### config.mk
export PLATFORM = sky130hd
export DESIGN_NAME = pre_id_bundle
export DESIGN_NICKNAME = d
export VERILOG_FILES = /design/src/rtl/pre_id_bundle.sv
export SDC_FILE = /design/constraint.sdc
export NUM_CORES = 1
export LEC_CHECK = 0
export BUFFER_PORTS_ARGS = -buffer_cell sky130_fd_sc_hd__buf_2
export CAP_MARGIN = 30
export CORE_MARGIN = 4
export CORE_UTILIZATION = 54
export DETAILED_ROUTE_END_ITERATION = 12
export PLACE_DENSITY_LB_ADDON = 0.3
export SETUP_SLACK_MARGIN = 0.3
export SLEW_MARGIN = 20
export SYNTH_ARGS = -nofsm -noshare
export SYNTH_HDL_FRONTEND = slang
export SYNTH_SLANG_ARGS = --single-unit
### constraint.sdc
create_clock -name clk -period 7.51 [get_ports clk]
set_input_delay 1.1265 -clock clk [delete_from_list [all_inputs] [get_ports clk]]
set_output_delay 1.1265 -clock clk [all_outputs]
set_load 0.02 [all_outputs]
### src/rtl/pre_id_bundle.sv
// -----------------------------------------------------------------------------
// pre_id_bundle
// Pre-decode stage for a MIPS-style fetch bundle. Each lane is classified
// as a control-transfer instruction (RET / CALL / PC-relative branch) or
// NUL, and its predicted target is computed. A return-address stack (RAS)
// provides RET targets. The first CTI lane of an accepted bundle may push
// (JAL) or pop (JR $31) the RAS. The result is held in a single
// valid/ready register stage.
//
// Parameters
//   LANES       instructions per bundle (1..4)
//   RAS_DEPTH   return-address-stack entries (power of 2, >= 2)
//
// Ports
//   clk            rising-edge clock
//   rst            synchronous active-high reset
//   flush          drop the registered bundle; RAS is not touched
//   in_valid       upstream offers a bundle
//   in_ready       stage can take a bundle this cycle
//   in_pc          PC of lane 0 (lane i = in_pc + 4*i)
//   in_inst        lane i instruction at [32i+31:32i]
//   in_lane_vld    per-lane valid
//   out_valid      registered bundle present
//   out_ready      downstream takes the registered bundle
//   out_pc         registered in_pc
//   out_type       per-lane type (NUL=00, RET=01, CALL=10, PCR=11)
//   out_target     per-lane predicted target (0 for NUL)
//   out_has_cti    any lane is a CTI
//   out_first_cti  lowest CTI lane index (0 when none)
//   ras_count      number of valid RAS entries
// -----------------------------------------------------------------------------
module pre_id_bundle #(
    parameter int LANES     = 2,
    parameter int RAS_DEPTH = 8
) (
    input  logic                          clk,
    input  logic                          rst,
    input  logic                          flush,
    input  logic                          in_valid,
    output logic                          in_ready,
    input  logic [31:0]                   in_pc,
    input  logic [32*LANES-1:0]           in_inst,
    input  logic [LANES-1:0]              in_lane_vld,
    output logic                          out_valid,
    input  logic                          out_ready,
    output logic [31:0]                   out_pc,
    output logic [2*LANES-1:0]            out_type,
    output logic [32*LANES-1:0]           out_target,
    output logic                          out_has_cti,
    output logic [1:0]                    out_first_cti,
    output logic [$clog2(RAS_DEPTH):0]    ras_count
);

    localparam int PW = $clog2(RAS_DEPTH);
    localparam int CW = PW + 1;
    localparam logic [CW-1:0] C_RAS_FULL = CW'(RAS_DEPTH);

    localparam logic [1:0] T_NUL  = 2'b00;
    localparam logic [1:0] T_RET  = 2'b01;
    localparam logic [1:0] T_CALL = 2'b10;
    localparam logic [1:0] T_PCR  = 2'b11;

    localparam logic [5:0] OP_SPECIAL = 6'h00;
    localparam logic [5:0] OP_REGIMM  = 6'h01;
    localparam logic [5:0] OP_J       = 6'h02;
    localparam logic [5:0] OP_JAL     = 6'h03;
    localparam logic [5:0] OP_BEQ     = 6'h04;
    localparam logic [5:0] OP_BNE     = 6'h05;
    localparam logic [5:0] OP_BLEZ    = 6'h06;
    localparam logic [5:0] OP_BGTZ    = 6'h07;
    localparam logic [5:0] FN_JR      = 6'h08;

    // Lane classification from opcode/rt/funct; invalid lanes are NUL.
    function automatic logic [1:0] f_classify(input logic [31:0] inst, input logic vld);
        logic [1:0] t;
        t = T_NUL;
        if (vld) begin
            case (inst[31:26])
                OP_SPECIAL: begin
                    // JALR deliberately stays NUL: its target is not predictable here.
                    if (inst[5:0] == FN_JR) t = T_RET;
                    else                    t = T_NUL;
                end
                OP_J, OP_JAL:                    t = T_CALL;
                OP_BEQ, OP_BNE, OP_BLEZ, OP_BGTZ: t = T_PCR;
                OP_REGIMM: begin
                    case (inst[20:16])
                        5'h00, 5'h01, 5'h10, 5'h11: t = T_PCR;
                        default:                    t = T_NUL;
                    endcase
                end
                default: t = T_NUL;
            endcase
        end else begin
            t = T_NUL;
        end
        return t;
    endfunction

    // Predicted target for one lane given its type.
    function automatic logic [31:0] f_target(input logic [1:0] t, input logic [31:0] inst,
                                             input logic [31:0] pc, input logic [31:0] ras_top);
        logic [31:0] pc4;
        logic [31:0] tgt;
        pc4 = pc + 32'd4;
        case (t)
            T_CALL:  tgt = {pc4[31:28], inst[25:0], 2'b00};
            T_PCR:   tgt = pc4 + {{14{inst[15]}}, inst[15:0], 2'b00};
            T_RET:   tgt = ras_top;
            default: tgt = 32'h0000_0000;
        endcase
        return tgt;
    endfunction

    logic                  r_out_valid;
    logic [31:0]           r_out_pc;
    logic [2*LANES-1:0]    r_out_type;
    logic [32*LANES-1:0]   r_out_target;
    logic                  r_out_has_cti;
    logic [1:0]            r_out_first_cti;
    logic [31:0]           r_ras_mem [RAS_DEPTH];
    logic [PW-1:0]         r_ras_ptr;      // next free slot; top is r_ras_ptr-1
    logic [CW-1:0]         r_ras_count;

    logic                  w_in_ready;
    logic                  w_accept;
    logic [31:0]           w_ras_top;
    logic [2*LANES-1:0]    w_type;
    logic [32*LANES-1:0]   w_target;
    logic                  w_has_cti;
    logic [1:0]            w_first_idx;
    logic [31:0]           w_first_inst;
    logic [31:0]           w_first_pc;
    logic                  w_push;
    logic                  w_pop;
    logic [31:0]           w_push_addr;

    // Handshake: flush blocks any accept in the cycle it is asserted.
    always_comb begin
        w_in_ready = ~flush & (~r_out_valid | out_ready);
        w_accept   = in_valid & w_in_ready;
    end

    // RAS top as seen before this cycle's push/pop; empty stack reads 0.
    always_comb begin
        if (r_ras_count != {CW{1'b0}}) begin
            w_ras_top = r_ras_mem[r_ras_ptr - {{(PW-1){1'b0}}, 1'b1}];
        end else begin
            w_ras_top = 32'h0000_0000;
        end
    end

    // Per-lane decode, first-CTI search and the RAS action of that lane.
    always_comb begin
        logic [31:0] pc_i;
        logic [31:0] inst_i;
        logic [1:0]  t_i;
        w_type       = '0;
        w_target     = '0;
        w_has_cti    = 1'b0;
        w_first_idx  = 2'b00;
        w_first_inst = 32'h0000_0000;
        w_first_pc   = 32'h0000_0000;
        for (int i = 0; i < LANES; i++) begin
            pc_i   = in_pc + 32'(4 * i);
            inst_i = in_inst[32*i +: 32];
            t_i    = f_classify(inst_i, in_lane_vld[i]);
            w_type[2*i +: 2]    = t_i;
            w_target[32*i +: 32] = f_target(t_i, inst_i, pc_i, w_ras_top);
            if (!w_has_cti && (t_i != T_NUL)) begin
                w_has_cti    = 1'b1;
                w_first_idx  = 2'(i);
                w_first_inst = inst_i;
                w_first_pc   = pc_i;
            end else begin
                w_has_cti    = w_has_cti;
            end
        end
        // Only the first CTI lane may touch the RAS.
        w_push      = w_has_cti && (w_first_inst[31:26] == OP_JAL);
        w_pop       = w_has_cti && (w_first_inst[31:26] == OP_SPECIAL) &&
                      (w_first_inst[5:0] == FN_JR) && (w_first_inst[25:21] == 5'd31);
        w_push_addr = w_first_pc + 32'd8;
    end

    // Output register stage: reset > flush > accept > drain > hold.
    always_ff @(posedge clk) begin
        if (rst) begin
            r_out_valid     <= 1'b0;
            r_out_pc        <= 32'h0000_0000;
            r_out_type      <= '0;
            r_out_target    <= '0;
            r_out_has_cti   <= 1'b0;
            r_out_first_cti <= 2'b00;
        end else if (flush) begin
            r_out_valid     <= 1'b0;
        end else if (w_accept) begin
            r_out_valid     <= 1'b1;
            r_out_pc        <= in_pc;
            r_out_type      <= w_type;
            r_out_target    <= w_target;
            r_out_has_cti   <= w_has_cti;
            r_out_first_cti <= w_first_idx;
        end else if (out_ready) begin
            r_out_valid     <= 1'b0;
        end
    end

    // Return-address stack: circular buffer, push on full overwrites oldest.
    always_ff @(posedge clk) begin
        if (rst) begin
            r_ras_ptr   <= '0;
            r_ras_count <= '0;
            for (int k = 0; k < RAS_DEPTH; k++) begin
                r_ras_mem[k] <= 32'h0000_0000;
            end
        end else if (w_accept && w_push) begin
            r_ras_mem[r_ras_ptr] <= w_push_addr;
            r_ras_ptr            <= r_ras_ptr + {{(PW-1){1'b0}}, 1'b1};
            if (r_ras_count != C_RAS_FULL) begin
                r_ras_count <= r_ras_count + {{(CW-1){1'b0}}, 1'b1};
            end
        end else if (w_accept && w_pop && (r_ras_count != {CW{1'b0}})) begin
            r_ras_ptr   <= r_ras_ptr - {{(PW-1){1'b0}}, 1'b1};
            r_ras_count <= r_ras_count - {{(CW-1){1'b0}}, 1'b1};
        end
    end

    assign in_ready      = w_in_ready;
    assign out_valid     = r_out_valid;
    assign out_pc        = r_out_pc;
    assign out_type      = r_out_type;
    assign out_target    = r_out_target;
    assign out_has_cti   = r_out_has_cti;
    assign out_first_cti = r_out_first_cti;
    assign ras_count     = r_ras_count;

endmodule

### Word-level counts from Yosys, hierarchy flattened

Memories as Yosys holds them, arrays and structs flattened.
Index checks and enable logic that the tools add are counted.

* bits in registers: 111
* latch bits: 0
* RAM bits: 256
* ROM bits: 0
* bits of input ports: 103
* output and inout port bits: 109
* memories: 1

* add/subtract/negate cells: 9
* multiply operators: 0
* divide/modulo/power cells: 0
* order comparisons: 0
* equality and inequality tests: 33
* shift operators: 0
* mux-type cells: 33
* bitwise logic cells: 5
* reduce and logical (&&, ||, !) cells: 29

Memories
* r_ras_mem: depth 8, bits a word 32, read ports 1, clocked after Yosys merged registers in 0, write ports 8, line 121 `logic [31:0] r_ras_mem [RAS_DEPTH];`

Operators with widths (count)
* 32-bit two-way mux: 6
* 32-bit one-hot mux with 3 select lines: 2
* 32-bit by 3-bit adder with 32-bit output (second input constant): 2
* 32-bit adder: 2
* 6-bit by 3-bit equality test with 1-bit output (second input constant): 8
* 32-bit by 4-bit adder with 32-bit output (second input constant): 1
* 32-bit OR reduction: 1
* 6-bit by 2-bit equality test with 1-bit output (second input constant): 5
* 5-bit equality test (second input constant): 5
* 6-bit by 4-bit equality test with 1-bit output (second input constant): 3
* 6-bit zero test: 3
* 2-bit one-hot mux with 4 select lines: 2
* 4-bit OR reduction: 4
* 1-bit two-way mux: 13
* 6-bit by 1-bit equality test with 1-bit output (second input constant): 2
* 4-bit two-way mux: 3
* 5-bit by 1-bit equality test with 1-bit output (second input constant): 2
* 5-bit zero test: 2
* 3-bit two-way mux: 3
* 2-bit equality test (second input constant): 4
* 1-bit logical AND: 8
* 2-bit two-way mux: 4
* 2-bit nonzero test: 4
* 2-bit OR reduction: 3
* other kinds (13): 17

### Logic depth before layout (Yosys ltp)

Gate-level depths: netlist (run 1).

* word-level depth: 18
* mapped depth: 22
* gate-level depth less buffers: 20

### Least setup slack after synthesis (run 1)

OpenSTA, ideal clock, no wires.

* path kind: input to register
* start point: input port in_inst[29]
* end point: memory r_ras_mem[0][31] (data pin)
* data arrival time: 5271 ps
* data required time: 7244 ps
* path slack: 1973 ps
* cell stages on the path: 15
* cell sequence: or4b_2 > a21oi_1 > clkbuf_1 > clkbuf_1 > clkbuf_1 > nand2_1 > o31ai_1 > ha_1 > o211ai_1 > or3_1 > or4_1 > clkbuf_1 > nand3b_1 > xnor2_2 > nor2_1

RTL lines
* start: declaration: line 42 `input logic [32*LANES-1:0] in_inst,`
* end: declaration: line 121

### Worst setup path after layout (run 1)

* start point: input port in_pc[2]
* end point: register r_out_target[61] (netlist: out_target[61])

* word-level cells in the longest chain between the ends: 4

Ends and longest elaborated chain
* start: declaration: line 41 `input logic [31:0] in_pc,`
* 32-bit by 3-bit adder with 32-bit output (*): line 165 `pc_i = in_pc + 32'(4 * i);`
* 32-bit by 3-bit adder with 32-bit output (*): line 105 `pc4 = pc + 32'd4;`
* 32-bit adder: line 108 `T_PCR: tgt = pc4 + {{14{inst[15]}}, inst[15:0], 2'b00};`
* 32-bit one-hot mux with 3 select lines (*): line 106 `case (t)`
* end signal: assignment: line 201 `r_out_target <= w_target;`
* end: declaration: line 118 `logic [32*LANES-1:0] r_out_target;`

Every way passes the cells marked *; elsewhere a longest branch is shown, timed or not.
A chain may end at the register's enable or synchronous reset.

==> impl_metrics.csv, run 1 <==
group,metric,value,unit
placed_design,globalplace.congestion,0.994,
detailed_routing,wl,75.8,mm
critical_path,cp.arrival,6210,ps
pwr,p_leak,0.00903,uW
cts,cts-root-buf,"clkbuf_16",
critical_path,r2r_slack,3470,ps
cts,clk_pin_slew_worst_paths,60,ps
synth,synth_mux_area_share,7.25,%
timing,final_period_minus_worst_setup_slack,5790,ps
synth,syn_area_per_cell,9.67,sq um
synth,synth.cell_area,0.0217,sq mm
finish,layout_common_cells,"400 x nor2_1, 256 x edfxtp_1, 236 x nand2_1",
detailed_routing,firstDrtPassIters,8,
die,coreArea,0.0397,sq mm
hold_path,hold_path_end,"out_target[26]",
cts,cts_max_level,2,
timing,setup_violations,0,
synth,synth_fa_ha_area_share,4.20,%
cts,numCtsBuffers,40,
placed_design,dp_slack,1170,ps
placed_design,hpwlAfterDp,54.5,mm
synth,synth-simple-area-share,20.4,%
synth,synth-seq-cells,366,
finish,multi_input_area,0.0111,sq mm
global_route,antenna_found_initial,0,
detailed_routing,ant_nets,0,
synth,synth-edff-count,256,
timing,fmax,173,MHz
critical_path,rr_worst_depth,10,
critical_path,start_kind,"primary input",
finish,final_common_cell,"nor2_1",
synth,ys_seq_area_share,45.6,%
hold_path,hold_path.class,"flop to flop",
critical_path,r2r_end,"out_target[47]",
synth,ys_async_sr_fraction,0,%
global_route,grt_max_degree,59,
timing,drv_slew,0,
hold_path,min-delay-start,"out_target[26]",
finish,post_route_cells_drive_above_1_share,17.9,%
global_route,grt_overflow,0,
cts,clkSinkCount,366,
synth,synthFlopType,"edfxtp_1",
synth,syn_inst,2244,
die,ios,212,
cts,clockBufferDepth,3,
synth,yosysWarnings,0,
global_route,grt_use_total,33.8,%
detailed_routing,via_per_inst,6.39,
synth,synth_top_family_by_area,"simple AND/OR/NAND/NOR gates",
global_route,first_global_vias,17885,
detailed_routing,drtIter0Drc,2263,
critical_path,required,7940,ps
critical_path,worstSetupEndpointType,"flop",
critical_path,critPathKind,"primary input to flop",
die,rows,73,
finish,syn_to_final_growth,13.6,%
cts,ctsResizeCount,0,
flow_run,max_cap_violations,0,
die,start_util,54.6,%
synth,synth_compound_area_share,13.7,%
timing,fin_skew,16.0,ps
outcome,run_status,"completed",
cts,hold_buffers,0,
detailed_routing,wl_per_cell,25.6,um
finish,filler_cell_count,3317,
timing,hold_violations,0,
detailed_routing,vias,18921,
critical_path,crit_fanout,13,
synth,syn-num-nets,2418,
die,die_x,208,um
die,die_area,0.0434,sq mm
timing,slew_headroom,24.9,%
pwr,p_per_area,201,mW/mm^2
timing,rsz0062_at_grt,"no",
finish,seqCellArea,0.00989,sq mm
critical_path,rr_startpoint,"r_ras_ptr[0]",
synth,synth-xor-area-share,5.38,%
finish,finalNetCount,2574,
cts,post_cts_buffers,0,
detailed_routing,drc_errors,0,
timing,tightest_slew,1130,ps
die,fp.dieH,208,um
cts,clk_latency,570,ps
cts,cts_tree,"built",
timing,setup_ws,1720,ps
timing,post-route-period-util,77.1,%
pwr,vdd_ir_drop_max,0.000214,V
synth,ys_types,91,
hold_path,hold_depth,2,
placed_design,port_buffers,210,
global_route,grt_pass1_wl,113,mm
timing,fin_setup_tns,0,ps
[cell type report]
cell class	count	area share, %
tap	525	2.67
clock buffer	52	4.49
timing repair buffer	258	5.74
sequential	366	40.1
multi-input combinational	1691	45.2
inverter	43	0.655
clock inverter	21	1.02
antenna	3	0.0305
[critical path, cell delays in order]
cell	delay (ps)
buf_2	220
ha_1	350
nand3_2	300
nor3_1	300
xnor2_1	210
or4_4	620
nor4b_2	610
nand2_1	140
xnor2_1	160
ha_1	320
and3_1	230
nand3_1	120
nor3_1	70
nor4_1	460
o21ai_0	250
or3_1	340
a311oi_1	280
nor3_1	80
[sequential cells by signal, summed over array words and instances, names as in the netlist]
signal / count
out_type: 4
out_target: 64
out_first_cti: 1
r_ras_ptr: 3
out_pc: 32
out_has_cti: 1
ras_count: 4
out_valid: 1
r_ras_mem: 256
[worst max-delay path by stage]
stage / cells after the start / to / from
6_report: 18 / out_target[61] / in_pc[2]
5_1_grt: 18 / out_target[61] / in_pc[2]
4_1_cts: 18 / out_target[61] / in_pc[2]
3_5_place_dp: 18 / out_target[61] / in_pc[2]
3_3_place_gp: 17 / out_target[61] / in_pc[7]
2_1_floorplan: 15 / r_ras_mem[0][31] / in_inst[29]
[synthesized netlist by cell type (22+ instances only)]
| cell | number | area share (%) |
|---|---|---|
| nor2_1 | 404 | 7.0 |
| edfxtp_1 | 256 | 35 |
| nand2_1 | 237 | 4.1 |
| a21oi_1 | 169 | 3.9 |
| clkbuf_1 | 116 | 2.0 |
| dfxtp_1 | 110 | 10 |
| o21ai_0 | 78 | 1.8 |
| nor3_1 | 76 | 1.8 |
| xnor2_1 | 75 | 3.0 |
| ha_1 | 68 | 3.9 |
| mux4_2 | 64 | 6.6 |
| xor2_1 | 49 | 2.0 |
| inv_1 | 43 | 0.74 |
| nand3_1 | 37 | 0.85 |
| a21o_1 | 27 | 0.93 |
| nand4_1 | 24 | 0.69 |
| nor4_1 | 22 | 0.63 |
[layer usage]
metal | up-vias | routed length [um] | GRT usage [%]
met5 | - | 0 | 0
met4 | 0 | 3560 | 14.3
met3 | 160 | 8280 | 7.21
met2 | 1140 | 35000 | 54.3
met1 | 9085 | 28900 | 44.8
li1 | 8536 | - | -
[through the flow]
| stage | instances | hold slack, ps | cell area (sq um) | total power, uW | util (%) |
|---|---|---|---|---|---|
| after CTS | 2952 | 451 | 24600 | 4940 | 61.9 |
| after floorplan | 2244 | 530 | 21700 | 2720 | - |
| final | 2959 | 446 | 24600 | 4940 | 62.0 |
| after global placement | 2878 | 432 | 23200 | 2930 | 58.5 |
| after detailed placement | 2879 | 438 | 23200 | 2940 | 58.5 |
| after global routing | 2956 | 472 | 24600 | 5100 | 62.0 |
[kinds of logic (layout without fill, tap and decap cells)]
| kind of cell | Yosys count | count (layout) |
|---|---|---|
| compound gates | 462 | 462 |
| other cells | 1 | 4 |
| simple gates | 951 | 951 |
| xor+xnor | 129 | 129 |
| fa+ha+maj | 71 | 71 |
| mux | 77 | 77 |
| buf+inv | 187 | 374 |
| flops | 366 | 366 |
[report_power, final]
part | leakage, uW | switching, uW | total, uW | internal [uW]
clock | 0.000664 | 836 | 2030 | 1190
combinational | 0.00483 | 439 | 671 | 232
sequential | 0.00354 | 24.4 | 2240 | 2220
total | 0.00903 | 1300 | 4940 | 3640
Power figures use the tool's default switching activity.
==> inputs of run 2 (changes only) <==
- clock period: 7.51 -> 4.8 ns (I/O delays scaled with it)
==> run 2 against run 1 <==
Effect of this change: global-route usage increased by 0.63 points; design area increased by 8.7%; total power increased by 59%; clock skew decreased by 5.4 ps; final cell count increased by 8.0%; die area unchanged; critical path depth unchanged; worst setup slack got worse by 1400 ps; flip-flop and latch count unchanged; non-clock buffer count increased by 240; routed wire length increased by 1.8%.
==> impl_metrics.csv, run 2 (synthesis results as in run 1) <==
group,metric,value,unit
pwr,finalPower,7860,uW
timing,slew_headroom,29.5,%
outcome,run_status,"completed",
timing,tightest_slew,1060,ps
cts,numCtsBuffers,40,
detailed_routing,via_per_inst,6.20,
cts,clkSinkCount,366,
die,rows,73,
pwr,p_leak,0.0102,uW
finish,post_route_cells_drive_above_1_share,26.5,%
critical_path,cpMostUsedCell,"buf_4",
critical_path,critPathKind,"primary input to flop",
placed_design,place_area,0.0252,sq mm
critical_path,start_kind,"primary input",
global_route,antenna_found_initial,2,
detailed_routing,wl,77.1,mm
timing,final_period_minus_worst_setup_slack,4430,ps
finish,final_common_cell,"nor2_1",
critical_path,worstSetupEndpointType,"flop",
die,die_area,0.0434,sq mm
pwr,vdd_ir_drop_max,0.000351,V
timing,setup_violations,0,
finish,largest_reg_flops,256,
cts,clockBufferDepth,3,
global_route,grt_pass1_wl,116,mm
timing,post-route-period-util,92.2,%
detailed_routing,firstDrtPassIters,6,
detailed_routing,vias,19817,
placed_design,globalplace.congestion,1.01,
critical_path,cp_cell_sequence,"buf_2 > buf_4 > and4_4 > buf_4 > o21ai_4 > a221oi_4 > or4_4 > or4_4 > buf_4 > a221o_1 > or3_4 > xnor2_4 > ha_2 > o21ai_2 > o21ai_4 > or3_1 > a311oi_1 > nor3_1",
timing,setup_ws,373,ps
critical_path,critPathTopFamily,"simple AND/OR/NAND/NOR gates",
cts,cts_tree,"built",
critical_path,cp.arrival,4870,ps
critical_path,path_buf_inv,4,
global_route,grt_max_degree,71,
cts,cts-root-buf,"clkbuf_16",
finish,layout_common_cells,"399 x nor2_1, 285 x buf_4, 256 x edfxtp_1",
timing,fin_skew,10.6,ps
global_route,grt_use_total,34.4,%
finish,fin_area,0.0268,sq mm
detailed_routing,drtIter0Drc,2349,
die,coreArea,0.0397,sq mm
detailed_routing,ant_nets,0,
die,fp.dieH,208,um
timing,drv_slew,0,
critical_path,required,5240,ps
timing,fin_setup_tns,0,ps
flow_run,max_cap_violations,0,
detailed_routing,drc_errors,0,
critical_path,crit_path_max_incr_delay,590,ps
detailed_routing,wl_per_cell,24.1,um
die,start_util,54.6,%
finish,max_flop_register,"r_ras_mem",
timing,fmax,226,MHz
critical_path,crit_fanout,9,
timing,hold_violations,0,
global_route,first_global_vias,19134,
critical_path,cp_slowest_cell,"or4_4",
cts,clk_pin_slew_worst_paths,60,ps
cts,clk_latency,570,ps
hold_path,hold_path.class,"primary input to flop",
finish,syn_to_final_growth,23.5,%
die,die_x,208,um
global_route,grt_overflow,0,
pwr,p_per_area,293,mW/mm^2
placed_design,dp_slack,-230,ps
placed_design,port_buffers,210,
die,ios,212,
timing,rsz0062_at_grt,"yes",
placed_design,hpwlAfterDp,57.0,mm
finish,finalNetCount,2814,
cts,cts_max_level,2,
==> run 2: cell types whose count changed in the layout (fill, tap and decap cells not counted), moves of 4 or more <==
cell and change:
nor4_1 -5, buf_2 -9, buf_6 +5, nor4_2 +4, o21ai_0 -4, buf_4 +238
==> run 2: power breakdown <==
| group | switching [uW] | internal, uW | total (uW) |
|---|---|---|---|
| combinational | 723 | 504 | 1230 |
| clock | 1290 | 1830 | 3120 |
| sequential | 39.8 | 3470 | 3510 |
==> run 2: cell type report <==
class | count | area (sq um)
Antenna cell | 1 | 2.50
Clock buffer | 50 | 1080
Clock inverter | 23 | 253
Fill cell | 3108 | 12900
Inverter | 43 | 161
Multi-Input combinational cell | 1691 | 11400
Sequential cell | 366 | 9890
Tap cell | 525 | 657
Timing Repair Buffer | 498 | 3300
==> run 2: per-layer routing <==
layer	vias up	GRT usage (%)	part of all wire (%)
li1	9019	-	-
met1	9619	46.2	40
met2	999	56.0	47
met3	180	6.20	8.8
met4	0	13.8	4.5
met5	-	0	0
==> run 2: worst paths after layout <==
path / from / to / slack (ps) / depth (start not counted)
setup / recovery: in_pc[5] / out_target[61] / 370 / 18
hold / removal: flush / out_valid / 340 / 2
setup reg to reg: r_ras_ptr[1] / out_target[19] / 1300 / 9
hold reg to reg: out_target[18] / out_target[18] / 450 / 1
==> run 2: what timing repair did <==
action,4_1_cts,5_1_grt
hold buffers,0,0
endpoints found under the setup margin,0,9
buffers inserted,0,7
resized for setup,0,56
==> run 2: stage by stage <==
stage | std cells | utilization (%) | hold WS (ps)
finish | 3197 | 67.4 | 341
global route | 3197 | 67.4 | 342
CTS | 3188 | 66.7 | 327
detailed placement | 3115 | 63.3 | 439
global placement | 3114 | 63.3 | 430
floorplan | 2244 | - | 530
==> inputs of run 3 (changes only) <==
- ABC_AREA: default -> 1
- REMOVE_ABC_BUFFERS: default -> 1
==> run 3 against run 2 <==
Effect of this change: global-route usage up 2.2 points; register-to-register slack better by 50 ps; core utilization down 5.0 points; clock power down 7.4%; routed wire length up 11%; critical endpoint is now out_target[49]; largest power group unchanged.
==> impl_metrics.csv, run 3 <==
group,metric,value,unit
finish,fin_area,0.0256,sq mm
detailed_routing,wl_per_cell,23.0,um
timing,slew_headroom,30.9,%
synth,synth.cell_area,0.0225,sq mm
die,die_x,212,um
synth,synth_mux_area_share,0,%
critical_path,critPathTopFamily,"compound AO/OA/AOI/OAI gates",
critical_path,crit_fanout,8,
synth,synth-xor-area-share,2.22,%
timing,post-route-period-util,90.4,%
cts,cts-root-buf,"clkbuf_16",
detailed_routing,wl,85.4,mm
global_route,first_global_vias,21789,
outcome,run_status,"completed",
hold_path,hold_depth,2,
synth,synth_top_family_by_area,"simple AND/OR/NAND/NOR gates",
critical_path,cp.arrival,4750,ps
hold_path,min-delay-start,"flush",
die,coreArea,0.0410,sq mm
global_route,grt_overflow,0,
critical_path,cpMostUsedCell,"nand2_1",
critical_path,rr_startpoint,"r_ras_ptr[1]",
cts,clk_latency,590,ps
placed_design,hpwlAfterDp,62.3,mm
timing,tightest_slew,1030,ps
hold_path,hold_path_end,"out_valid",
placed_design,globalplace.congestion,1.09,
synth,ys_seq_area_share,44.0,%
critical_path,cp_slowest_cell,"a21oi_1",
pwr,p_per_area,291,mW/mm^2
synth,synth-seq-cells,366,
timing,drv_slew,0,
synth,yosysTopAreaCell,"edfxtp_1",
die,rows,74,
critical_path,required,5210,ps
finish,post_route_cells_drive_above_1_share,14.3,%
global_route,grt_pass1_wl,126,mm
synth,yosys.cell_count.top_type,"nand2_1",
critical_path,start_kind,"primary input",
cts,clockBufferDepth,3,
global_route,grt_use_total,36.6,%
critical_path,critPathKind,"primary input to flop",
synth,synth-edff-count,256,
detailed_routing,via_per_inst,6.13,
timing,fin_setup_tns,0,ps
global_route,grt_max_degree,133,
detailed_routing,drc_errors,0,
detailed_routing,ant_nets,0,
finish,syn_to_final_growth,14.0,%
synth,syn_area_per_cell,7.66,sq um
pwr,p_leak,0.0101,uW
detailed_routing,drtIter0Drc,2552,
synth,synth.top_cell.area_share,34.2,%
flow_run,max_cap_violations,0,
finish,final_common_cell,"nand2_1",
hold_path,hold_path.class,"primary input to flop",
timing,setup_violations,0,
critical_path,cp_cell_sequence,"buf_2 > buf_4 > nand3_1 > nor2_1 > nand2_1 > nand2_1 > buf_4 > o21ai_0 > nand2_1 > inv_1 > ha_1 > a21oi_1 > o211ai_1 > nand2_1 > nand2_1 > inv_1 > o21ai_0 > xnor2_1 > nor2_1 > o21ai_0 > a21oi_1",
pwr,vdd_ir_drop_max,0.000341,V
finish,max_flop_register,"r_ras_mem",
cts,clk_pin_slew_worst_paths,60,ps
placed_design,place_area,0.0244,sq mm
timing,fin_skew,28.2,ps
die,fp.dieH,212,um
finish,largest_reg_flops,256,
critical_path,r2r_end,"out_target[14]",
synth,ys_async_sr_fraction,0,%
detailed_routing,vias,22719,
synth,ys_types,47,
synth,yosys-top-cells-count,"612 x nand2_1, 484 x nor2_1, 326 x a21oi_1",
cts,cts_max_level,2,
synth,syn_inst,2932,
cts,numCtsBuffers,39,
die,die_area,0.0449,sq mm
synth,synth_compound_area_share,19.7,%
die,ios,212,
timing,setup_ws,460,ps
detailed_routing,firstDrtPassIters,7,
finish,layout_common_cells,"610 x nand2_1, 482 x nor2_1, 325 x a21oi_1",
synth,synthFlopType,"edfxtp_1",
synth,yosysWarnings,0,
timing,final_period_minus_worst_setup_slack,4340,ps
finish,finalNetCount,3319,
timing,hold_violations,0,
critical_path,r2r_slack,1350,ps
timing,hold_ws,335,ps
synth,synth_fa_ha_area_share,4.05,%
timing,fmax,230,MHz
synth,synth-simple-area-share,23.7,%
cts,clkSinkCount,366,
critical_path,rr_worst_depth,10,
synth,synthTopCellsByArea,"edfxtp_1 34%, nand2_1 10%, dfxtp_1 9.8%, nor2_1 8.1%, a21oi_1 7.3%",
finish,filler_cell_count,3689,
timing,rsz0062_at_grt,"yes",
critical_path,worstSetupEndpointType,"flop",
cts,cts_tree,"built",
global_route,antenna_found_initial,3,
critical_path,crit_path_max_incr_delay,400,ps
critical_path,path_buf_inv,5,
placed_design,port_buffers,210,
finish,fin_util,62.5,%
die,start_util,54.8,%
placed_design,dp_slack,92.3,ps
==> run 3: changes by cell type after synthesis, sizes merged, moves of 70 or more <==
cell / delta
o21ai: +184
nand3: +70
nor2: +104
a21oi: +157
inv: +173
nand2: +381
==> run 3: worst max-delay path by stage <==
stage	slack, ps	to	startpoint	cells past startpoint
finish	460	out_target[49]	in_pc[2]	21
global route	290	out_target[63]	in_pc[3]	29
CTS	660	out_target[49]	in_pc[2]	21
detailed placement	90	out_target[49]	in_pc[2]	21
global placement	110	out_target[49]	in_pc[2]	21
floorplan	-3140	out_target[12]	r_ras_ptr[0]	10
==> run 3: layer usage <==
metal / share of wire (%) / GRT usage (%)
met1: 36 / 45.1
met5: 0.015 / 0
met4: 5.7 / 18.2
met3: 11 / 6.94
met2: 47 / 61.9
==> run 3: where the power goes <==
part,internal (uW),total (uW),switching [uW]
clock,1570,2890,1320
combinational,328,1070,740
sequential,3470,3500,35.3
total,5370,7460,2090
==> run 3: final cells by class <==
type                    count  area (sq um)  share of cell area, %
clock buffers              50          1020                   3.97
multi-input cells        2212         11200                   43.8
repair buffers            306          1810                   7.08
well taps                 532           666                   2.60
flip-flops and latches    366          9890                   38.6
diodes                      1          2.50                0.00977
inverters                 220           827                   3.23
clock inverters            21           174                  0.679
==> run 3: cell families after synthesis <==
family | after synthesis
xor gates and xnor gates | 57
buffers and inverters | 354
other | 1
adders and majority gates | 71
DFF | 366
AOI/OAI and AO/OA | 779
and+or+nand+nor | 1304
==> run 3: what timing repair did <==
| item | CTS | global route |
|---|---|---|
| setup buffers | 0 | 0 |
| hold buffers | 0 | 0 |
| gates resized for setup | 0 | 8 |
| hold endpoints to repair | 0 | 0 |
| endpoints found under the setup margin | 0 | 4 |
==> run 3: stage by stage <==
stage	power (uW)	cells
2_1_floorplan	4170	2798
3_3_place_gp	4590	3634
3_5_place_dp	4600	3635
4_1_cts	7440	3706
5_1_grt	7690	3707
6_report	7460	3708
